--- config.mk ---
export PLATFORM = sky130hd
export DESIGN_NAME = ball_mover
export DESIGN_NICKNAME = d
export VERILOG_FILES = /design/src/rtl/ball_mover.sv
export SDC_FILE = /design/constraint.sdc
export NUM_CORES = 1
export LEC_CHECK = 0
export BUFFER_PORTS_ARGS = -buffer_cell sky130_fd_sc_hd__buf_4
export CORE_UTILIZATION = 25
export DETAILED_ROUTE_END_ITERATION = 16
export GPL_ROUTABILITY_DRIVEN = 0
export PLACE_DENSITY = 0.45
export REMOVE_ABC_BUFFERS = 1
export SLEW_MARGIN = 40
export SYNTH_ARGS = -nofsm -noshare
export SYNTH_HDL_FRONTEND = slang
export SYNTH_SLANG_ARGS = --single-unit
--- constraint.sdc ---
create_clock -name i_clk -period 11 [get_ports i_clk]
set_clock_uncertainty 0.15 [all_clocks]
set_input_delay 0 -clock i_clk [delete_from_list [all_inputs] [get_ports i_clk]]
set_output_delay 0 -clock i_clk [all_outputs]
set_load 0.05 [all_outputs]
--- src/rtl/ball_mover.sv ---
// Breakout ball: steps the ball on each animation strobe, bounces it off walls, paddle and blocks, and tracks lives.
// Build option BALL_SPEEDUP_EN: the ball speeds up every SPEEDUP_N paddle bounces, up to MAX_SPEED.
module ball_mover #(
    parameter int S_SIZE    = 5,
    parameter int IX        = 320,
    parameter int IY        = 440,
    parameter int D_WIDTH   = 640,
    parameter int D_HEIGHT  = 480,
    parameter int SPEED     = 1,
    parameter int BUFF      = 2,
    parameter int LIVES     = 3,
    parameter int SPEEDUP_N = 8,
    parameter int MAX_SPEED = 4
) (
    input  logic        i_clk,
    input  logic        i_rst_n,
    input  logic        i_ani_stb,
    input  logic        i_animate,
    input  logic        mode,
    input  logic        start,
    input  logic [1:0]  hit_block,
    input  logic [11:0] i_x1,
    input  logic [11:0] i_x2,
    input  logic [11:0] i_py1,
    output logic [11:0] s_x,
    output logic [11:0] s_y,
    output logic [11:0] o_x1,
    output logic [11:0] o_x2,
    output logic [11:0] o_y1,
    output logic [11:0] o_y2,
    output logic        col_detected,
    output logic        o_x_dir,
    output logic        o_y_dir,
    output logic        o_lost,
    output logic [1:0]  lives,
    output logic        game_over
);
    // state | meaning
    // IDLE  | ball parked on the paddle, waiting for start
    // RUN   | ball in play, block hits accepted
    // ACK   | block hit acknowledged, waiting for hit_block to clear
    // OVER  | no lives left, frozen until mode drops
    typedef enum logic [1:0] {IDLE, RUN, ACK, OVER} state_t;

    state_t      state, state_nxt;
    logic [11:0] s_x_nxt, s_y_nxt;
    logic        x_dir_nxt, y_dir_nxt, col_nxt, lost_nxt, game_over_nxt;
    logic [1:0]  lives_nxt;
    logic [11:0] speed;
`ifdef BALL_SPEEDUP_EN
    logic [11:0] speed_nxt;
    logic [7:0]  bounce_q, bounce_nxt;
`else
    assign speed = 12'(SPEED);
`endif

    logic [12:0] x_w, y_w, spd_w, py_w;
    logic [11:0] centre_x;
    logic        wall_x, wall_t, pad_hit, out_bottom, move;

    assign x_w   = {1'b0, s_x};
    assign y_w   = {1'b0, s_y};
    assign spd_w = {1'b0, speed};
    assign py_w  = {1'b0, i_py1};

    // All comparisons run one bit wider so sums near 4095 cannot wrap.
    assign wall_x     = o_x_dir ? (x_w + 13'(S_SIZE) + spd_w >= 13'(D_WIDTH))
                                : (x_w <= 13'(S_SIZE) + spd_w);
    assign wall_t     = !o_y_dir && (y_w <= 13'(S_SIZE) + spd_w);
    assign pad_hit    = o_y_dir && (y_w + 13'(S_SIZE) >= py_w)
                        && (y_w + 13'(S_SIZE) <= py_w + 13'(BUFF))
                        && (s_x >= i_x1) && (s_x <= i_x2);
    assign out_bottom = y_w >= 13'(D_HEIGHT - S_SIZE);
    assign move       = i_ani_stb && i_animate;
    assign centre_x   = 12'((13'(i_x1) + 13'(i_x2)) >> 1);

    assign o_x1 = s_x - 12'(S_SIZE);
    assign o_x2 = s_x + 12'(S_SIZE);
    assign o_y1 = s_y - 12'(S_SIZE);
    assign o_y2 = s_y + 12'(S_SIZE);

    always_comb begin
        state_nxt     = state;
        s_x_nxt       = s_x;
        s_y_nxt       = s_y;
        x_dir_nxt     = o_x_dir;
        y_dir_nxt     = o_y_dir;
        col_nxt       = col_detected;
        lost_nxt      = 1'b0;
        lives_nxt     = lives;
        game_over_nxt = game_over;
`ifdef BALL_SPEEDUP_EN
        speed_nxt     = speed;
        bounce_nxt    = bounce_q;
`endif
        if (!mode) begin
            state_nxt     = IDLE;
            s_x_nxt       = 12'(IX);
            s_y_nxt       = 12'(IY);
            x_dir_nxt     = 1'b1;
            y_dir_nxt     = 1'b0;
            col_nxt       = 1'b0;
            lives_nxt     = 2'(LIVES);
            game_over_nxt = 1'b0;
`ifdef BALL_SPEEDUP_EN
            speed_nxt     = 12'(SPEED);
            bounce_nxt    = 8'd0;
`endif
        end else begin
            case (state)
                IDLE: begin
                    s_x_nxt   = centre_x;
                    s_y_nxt   = i_py1 - 12'(S_SIZE + 1);
                    x_dir_nxt = 1'b1;
                    y_dir_nxt = 1'b0;
                    col_nxt   = 1'b0;
                    if (start) state_nxt = RUN;
                end
                RUN, ACK: begin
                    if (out_bottom) begin
                        lost_nxt  = 1'b1;
                        lives_nxt = lives - 2'd1;
                        col_nxt   = 1'b0;
`ifdef BALL_SPEEDUP_EN
                        speed_nxt = 12'(SPEED);
`endif
                        if (lives == 2'd1) begin
                            game_over_nxt = 1'b1;
                            state_nxt     = OVER;
                        end else begin
                            state_nxt = IDLE;
                        end
                    end else if (state == RUN && hit_block != 2'b00 && !col_detected) begin
                        // A block hit swallows any strobe in the same cycle.
                        if (hit_block[1]) x_dir_nxt = !o_x_dir;
                        if (hit_block[0]) y_dir_nxt = !o_y_dir;
                        col_nxt   = 1'b1;
                        state_nxt = ACK;
                    end else begin
                        if (state == ACK && hit_block == 2'b00) begin
                            col_nxt   = 1'b0;
                            state_nxt = RUN;
                        end
                        if (move) begin
                            if (wall_x) x_dir_nxt = !o_x_dir;
                            else if (o_x_dir) s_x_nxt = s_x + speed;
                            else s_x_nxt = s_x - speed;
                            if (wall_t || pad_hit) y_dir_nxt = !o_y_dir;
                            else if (o_y_dir) s_y_nxt = s_y + speed;
                            else s_y_nxt = s_y - speed;
`ifdef BALL_SPEEDUP_EN
                            if (pad_hit) begin
                                if (bounce_q + 8'd1 >= 8'(SPEEDUP_N)) begin
                                    bounce_nxt = 8'd0;
                                    if (speed < 12'(MAX_SPEED)) speed_nxt = speed + 12'd1;
                                end else begin
                                    bounce_nxt = bounce_q + 8'd1;
                                end
                            end
`endif
                        end
                    end
                end
                OVER: ;
                default: state_nxt = IDLE;
            endcase
        end
    end

    always_ff @(posedge i_clk or negedge i_rst_n) begin
        if (!i_rst_n) begin
            state        <= IDLE;
            s_x          <= 12'(IX);
            s_y          <= 12'(IY);
            o_x_dir      <= 1'b1;
            o_y_dir      <= 1'b0;
            col_detected <= 1'b0;
            o_lost       <= 1'b0;
            lives        <= 2'(LIVES);
            game_over    <= 1'b0;
`ifdef BALL_SPEEDUP_EN
            speed        <= 12'(SPEED);
            bounce_q     <= 8'd0;
`endif
        end else begin
            state        <= state_nxt;
            s_x          <= s_x_nxt;
            s_y          <= s_y_nxt;
            o_x_dir      <= x_dir_nxt;
            o_y_dir      <= y_dir_nxt;
            col_detected <= col_nxt;
            o_lost       <= lost_nxt;
            lives        <= lives_nxt;
            game_over    <= game_over_nxt;
`ifdef BALL_SPEEDUP_EN
            speed        <= speed_nxt;
            bounce_q     <= bounce_nxt;
`endif
        end
    end
endmodule
# --- Yosys cells after proc, flatten, opt, wreduce, memory -nomap -nowiden ---
# Index checks and enable logic that the tools add are counted.
totals:
  in_bits: 44
  regBits: 33
classes:
  n_addsub: 15
  muxes: 51
  n_eq_ne: 19
  n_reduce_logical: 25
  magnitude_cmp: 8
ops:
  columns: ["cell", "n"]
  rows:
  - ["$mux W12", 12]
  - ["$pmux W12 S2", 2]
  - ["$sub A12 B3 Y12 const B", 3]
  - ["$add A12 B3 Y13 const B", 2]
  - ["$add A12 B1 Y12 const B", 2]
  - ["$add A12 B3 Y12 const B", 2]
  - ["$le A12 B3 Y1 const B", 2]
  - ["$mux W1", 24]
  - ["$sub A12 B1 Y12 const B", 2]
  - ["$ne A4 B4 Y1 const B", 5]
  - ["$reduce_and A5 Y1", 4]
  - ["$mux W2", 9]
  - ["$ne A3 B3 Y1 const B", 6]
  - ["$add A12 B12 Y13", 1]
  - ["$add A12 B2 Y13 const B", 1]
  - ["$add A13 B1 Y13 const B", 1]
  - ["$ge A13 B10 Y1 const B", 1]
  - ["$ge A13 B12 Y1", 1]
  - ["$le A13 B13 Y1", 1]
  - ["$ge A12 B12 Y1", 1]
  - ["$ge A12 B9 Y1 const B", 1]
  - ["$le A12 B12 Y1", 1]
  - ["$logic_and A1 B1 Y1", 9]
  - ["$ne A2 B1 Y1 const B", 3]
  - ["14 further kinds", 22]

# --- Depth between registers and ports, before layout ---
logic_depth:
  ltp_word: 13
  depth_mapped: 15
  mapped_depth_nobuf: 14

# --- Worst setup path before layout ---
# No wires, ideal clock.
synth_timing:
  path_kind: "register to register"
  from: "reg s_y[0]"
  to: "reg o_y_dir"
  t_arrival_ns: 4.354
  path_stages_with_launch: 16
  synth_period_minus_slack_ns: 4.630
  t_required_ns: 10.724
  setup_slack_ns: 6.370
  cell_sequence: "dfrtp_1 -> clkbuf_1 -> a21oi_1 -> nor2_1 -> and2_1 -> nand2_1 -> xnor2_1 -> ha_1 -> nand4_1 -> nor3_1 -> and4b_1 -> nor3_1 -> nor4b_4 -> a21oi_2 -> a211o_1 -> a311o_1"
synth_between:
  elab_chain_cells: 9
  elab_cells_between_ends: 14
  classes_between: "add/sub: 1; order compare: 4; eq/ne: 2; reduce/logical: 7"
synth_rtl:
  columns: ["item", "line", "rtl"]
  rows:
  - ["from (decl)", "26", "output logic [11:0] s_y,"]
  - ["from (signal assigned)", "174", "s_y <= 12'(IY);"]
  - ["from (signal assigned)", "188", "s_y <= s_y_nxt;"]
  - ["$add A12 B3 Y13", "70, 71", null]
  - ["$ge A13 B12 Y1", "70", "assign pad_hit = o_y_dir && (y_w + 13'(S_SIZE) >= py_w)"]
  - ["$logic_and A1 B1 Y1", "70", null]
  - ["$logic_and A1 B1 Y1", "71", "&& (y_w + 13'(S_SIZE) <= py_w + 13'(BUFF))"]
  - ["$logic_and A1 B1 Y1 (2 in series)", "72", "&& (s_x >= i_x1) && (s_x <= i_x2);"]
  - ["$logic_or A1 B1 Y1", "148", "if (wall_t || pad_hit) y_dir_nxt = !o_y_dir;"]
  - ["$ne A4 B4 Y1 (no source line)", null, null]
  - ["$reduce_and A5 Y1 (no source line) *", null, null]
  - ["to (signal assigned)", "190", "o_y_dir <= y_dir_nxt;"]
  - ["to (decl)", "33", "output logic o_y_dir,"]
# Every way passes the cells marked *; elsewhere a longest branch is shown, timed or not.
# A chain may end at the register's enable or synchronous reset.

# --- Final worst setup path ---
layout_timing:
  from: "reg s_y[0]"
  to: "reg s_y[2]"
layout_between:
  elab_chain_cells: 9
  elab_cells_between_ends: 23
  classes_between: "add/sub: 3; order compare: 4; eq/ne: 2; mux: 7; reduce/logical: 7"
layout_rtl:
  columns: ["item", "line"]
  rows:
  - ["$add A12 B3 Y13", "70, 71"]
  - ["$ge A13 B12 Y1", "70"]
  - ["$logic_and A1 B1 Y1", "70"]
  - ["$logic_and A1 B1 Y1", "71"]
  - ["$logic_and A1 B1 Y1 (2 in series)", "72"]
  - ["$logic_or A1 B1 Y1", "148"]
  - ["$ne A3 B3 Y1 (no source line)", null]
  - ["$reduce_and A5 Y1 (no source line)", null]
# Several ways; a longest one is shown, not always the timed one. The select of a mux whose other input is x is not followed.

==> impl_results.md <==
- Period utilization: 37.96%
- Critical path data arrival time: 4.16 ns
- R2r setup slk: 6.82 ns
- Req. time, crit path: 10.99 ns
- Power, Total: 2.014 mW
- Core area: 21,290 sq um
- Clock Latency Late Sink: 0.28 ns
- RSZ-0062 raised after global routing: false
- CP peak stage delay: 0.56 ns
- Hold Path Class: in2reg
- Slew of the pin with the lowest slew margin: 0.6857 ns
- Die Footprint: 22,530 sq um
- Final Hold Fails: 0
- Final WL: 18,570 um
- Height of the die: 150.1 um
- Sequential area share after synthesis: 15.29%
- Worst Hold End: s_y[5]
- Std cell rows: 53
- Starting DRC count in detailed routing: 191
- Rel. slew slack: 54.11%
- Reg2Reg Launch Point: s_y[0]
- Largest vdd supply drop: 0.2765 mV
- Max-cap viol count: 0
- LEAKAGE: 3.188 nW
- Worst hold stages: 4
- Port Buf Inserts: 122
- Final slew viol count: 0
- PD cells: 294.9 nW/um^2
- Via count: 5,312
- Max frequency: 239.5 MHz
- Async S/R FF share, synth: 100.0%
- # DRC: 0
- Initial antenna violation count: 0
- CP top delay family: simple AND/OR/NAND/NOR gates
- Share of layout cells above drive strength 1: 19.67%
- Finished Cell Area: 6829 sq um
- Status: complete, no violations
- Kind of critical path: reg2reg
- Crit start category: register
- Critical path buffers and inverters: 0
- CTS Buf Count: 5
- Area delta synth->final: 24.56%
- Vias in the first global route: 5,201
- Worst-path clk slew: 0.06 ns
- Clock buffer depth: 2
- R2R depth: 14
- Htree depth: 2
- Vias per cell: 4.951
- Critical Path Slowest Stage Cell: dfrtp_1
- # clock sinks: 33
- Antenna cells: 0
- Top Ports: 123
- Final HPWL DP: 14,680 um
- DP Area: 6623 sq um
- Synth top area cells: ha_1, dfrtp_1, xnor2_1
- Post-DRT Antenna Nets: 0
- Chip width: 150.1 um
- CTS tree: done
- Post-layout util: 32.08%
- Total grt overflow: 0
- EDFF count, synth: 0
- Min-delay src: i_py1[5]
- Post-synth top cells: ha_1, inv_1, xnor2_1
- DRT Pass-1 Iters: 4
- Syn Area/Cell: 7.912 sq um
- Crit-path max FO: 11
- Synthesized area: 5483 sq um
- Initial Utilization: 25.76%
- Fin crit period: 4.176 ns
- Post-CTS Resized: 0
- Setup Total Neg Slack: 0 ns
- CP Capture Type: register
- Total GRT Usage: 16.66%
- Fillers: 2,312
- NumNets Final: 937
- Root Buffer: clkbuf_16
- Post-synth cell types: 67
- Wire length of the first global-routing pass: 29,080 um
- WL/cell: 17.30 um
- Crit-path cells: ha_1, o211a_1, and2_1, nand3_1, xnor2_1, ha_1, nand4_1, nor3_1, and4b_1, nor3_1, nor4b_4, a21oi_2, o21ai_1, o22ai_1
- Pin count of the biggest net entering global routing: 43
- Cells after Synth: 693
- Ys flop type: dfrtp_1
- Register bit total from synthesis: 33
- Fin Hold WS: 0.04652 ns
- Yosys top cell area share: 21.22%
- Final Setup Violations: 0
- Synth area leader: ha_1
- Synthesis Warnings: 0
- Capturing point of the worst reg2reg path: s_y[2]
- Most frequent cell after synthesis: ha_1
cells in the final DEF, fill, tap and decap left out, drive strengths merged, types with 4 or more instances in the layout:
| cell | instances |
|---|---|
| xor2 | 22 |
| o22a | 5 |
| and3 | 9 |
| dfrtp | 23 |
| nor4 | 8 |
| a21oi | 43 |
| nor3 | 18 |
| o31ai | 4 |
| nand2 | 46 |
| nand2b | 8 |
| or3 | 6 |
| inv | 61 |
| o21ai | 42 |
| nand3 | 18 |
| a21o | 19 |
| a2111oi | 4 |
| and2 | 5 |
| xnor2 | 58 |
| o2111ai | 5 |
| o211ai | 7 |
| nand4 | 11 |
| a211o | 4 |
| a31oi | 8 |
| a211oi | 10 |
| ha | 93 |
| nor2b | 9 |
| nor2 | 50 |
| o22ai | 6 |
| buf | 124 |
| o21a | 4 |
| clkbuf | 6 |
| dfstp | 10 |
layer usage:
metal | track usage [%] | vias up | routed length [um]
li1 | - | 2709 | -
met1 | 23.08 | 2483 | 9088
met2 | 28.43 | 113 | 8682
met3 | 1.818 | 7 | 725
met4 | 1.919 | 0 | 72
met5 | 0 | - | 0
how the worst max path moves through the flow:
stage	startpoint	endpoint	slack, ns	depth (start not counted)
after floorplan	s_y[0]	o_y_dir	6.29	13
after global placement	s_y[0]	s_y[1]	6.93	14
after detailed placement	s_y[0]	s_y[2]	6.79	14
after CTS	s_y[0]	s_y[2]	6.77	14
after global routing	s_y[0]	s_y[6]	6.52	14
final	s_y[0]	s_y[2]	6.82	14
cell families after synthesis:
group | synth area share (%)
AND/OR/NAND/NOR | 18.96
AO/OA/AOI/OAI | 23.23
adder cells (fa/ha/maj) | 22.32
buffers and inverters | 6.641
XOR/XNOR | 12.78
flip-flops | 15.29
multiplexers | 0.7759
flip-flops by register name, indices dropped and copies added, names as in the netlist:
| name | count |
|---|---|
| o_lost | 1 |
| o_x_dir | 1 |
| s_y | 12 |
| lives | 2 |
| o_y_dir | 1 |
| col_detected | 1 |
| game_over | 1 |
| s_x | 12 |
| state | 2 |
worst min-delay path, cell delays in order:
cell and delay [ns]:
buf_4 0.09, xnor2_1 0.12, nor2_1 0.11, o32a_1 0.14
power by group:
group / total (mW) / switching [mW] / internal, mW / leakage [nW]
clock network: 0.172 / 0.0584 / 0.113 / 0.0831
registers: 0.297 / 0.129 / 0.168 / 0.410
logic: 1.55 / 1.01 / 0.530 / 2.70
total: 2.01 / 1.20 / 0.812 / 3.19
final cells by class:
type / instances / area [sq um] / share of cell area (%)
multi-input combinational: 569 / 4280 / 62.68
timing repair buffer: 127 / 960.9 / 14.07
sequential: 33 / 838.3 / 12.28
tap: 275 / 344.1 / 5.038
inverter: 61 / 229.0 / 3.353
clock buffer: 6 / 138.9 / 2.034
clock inverter: 2 / 37.54 / 0.5497
per-stage QoR:
step,setup slack [ns],instances
2_1_floorplan,6.293,663
4_1_cts,6.766,1073
6_report,6.824,1073
5_1_grt,6.516,1073
3_3_place_gp,6.931,1062
3_5_place_dp,6.791,1062
repair_timing:
| action | CTS | global route |
|---|---|---|
| hold endpoints to repair | 39 | 0 |
| buffers inserted | 0 | 0 |
| hold buffers | 3 | 0 |
(Power assumes the default switching activity.)
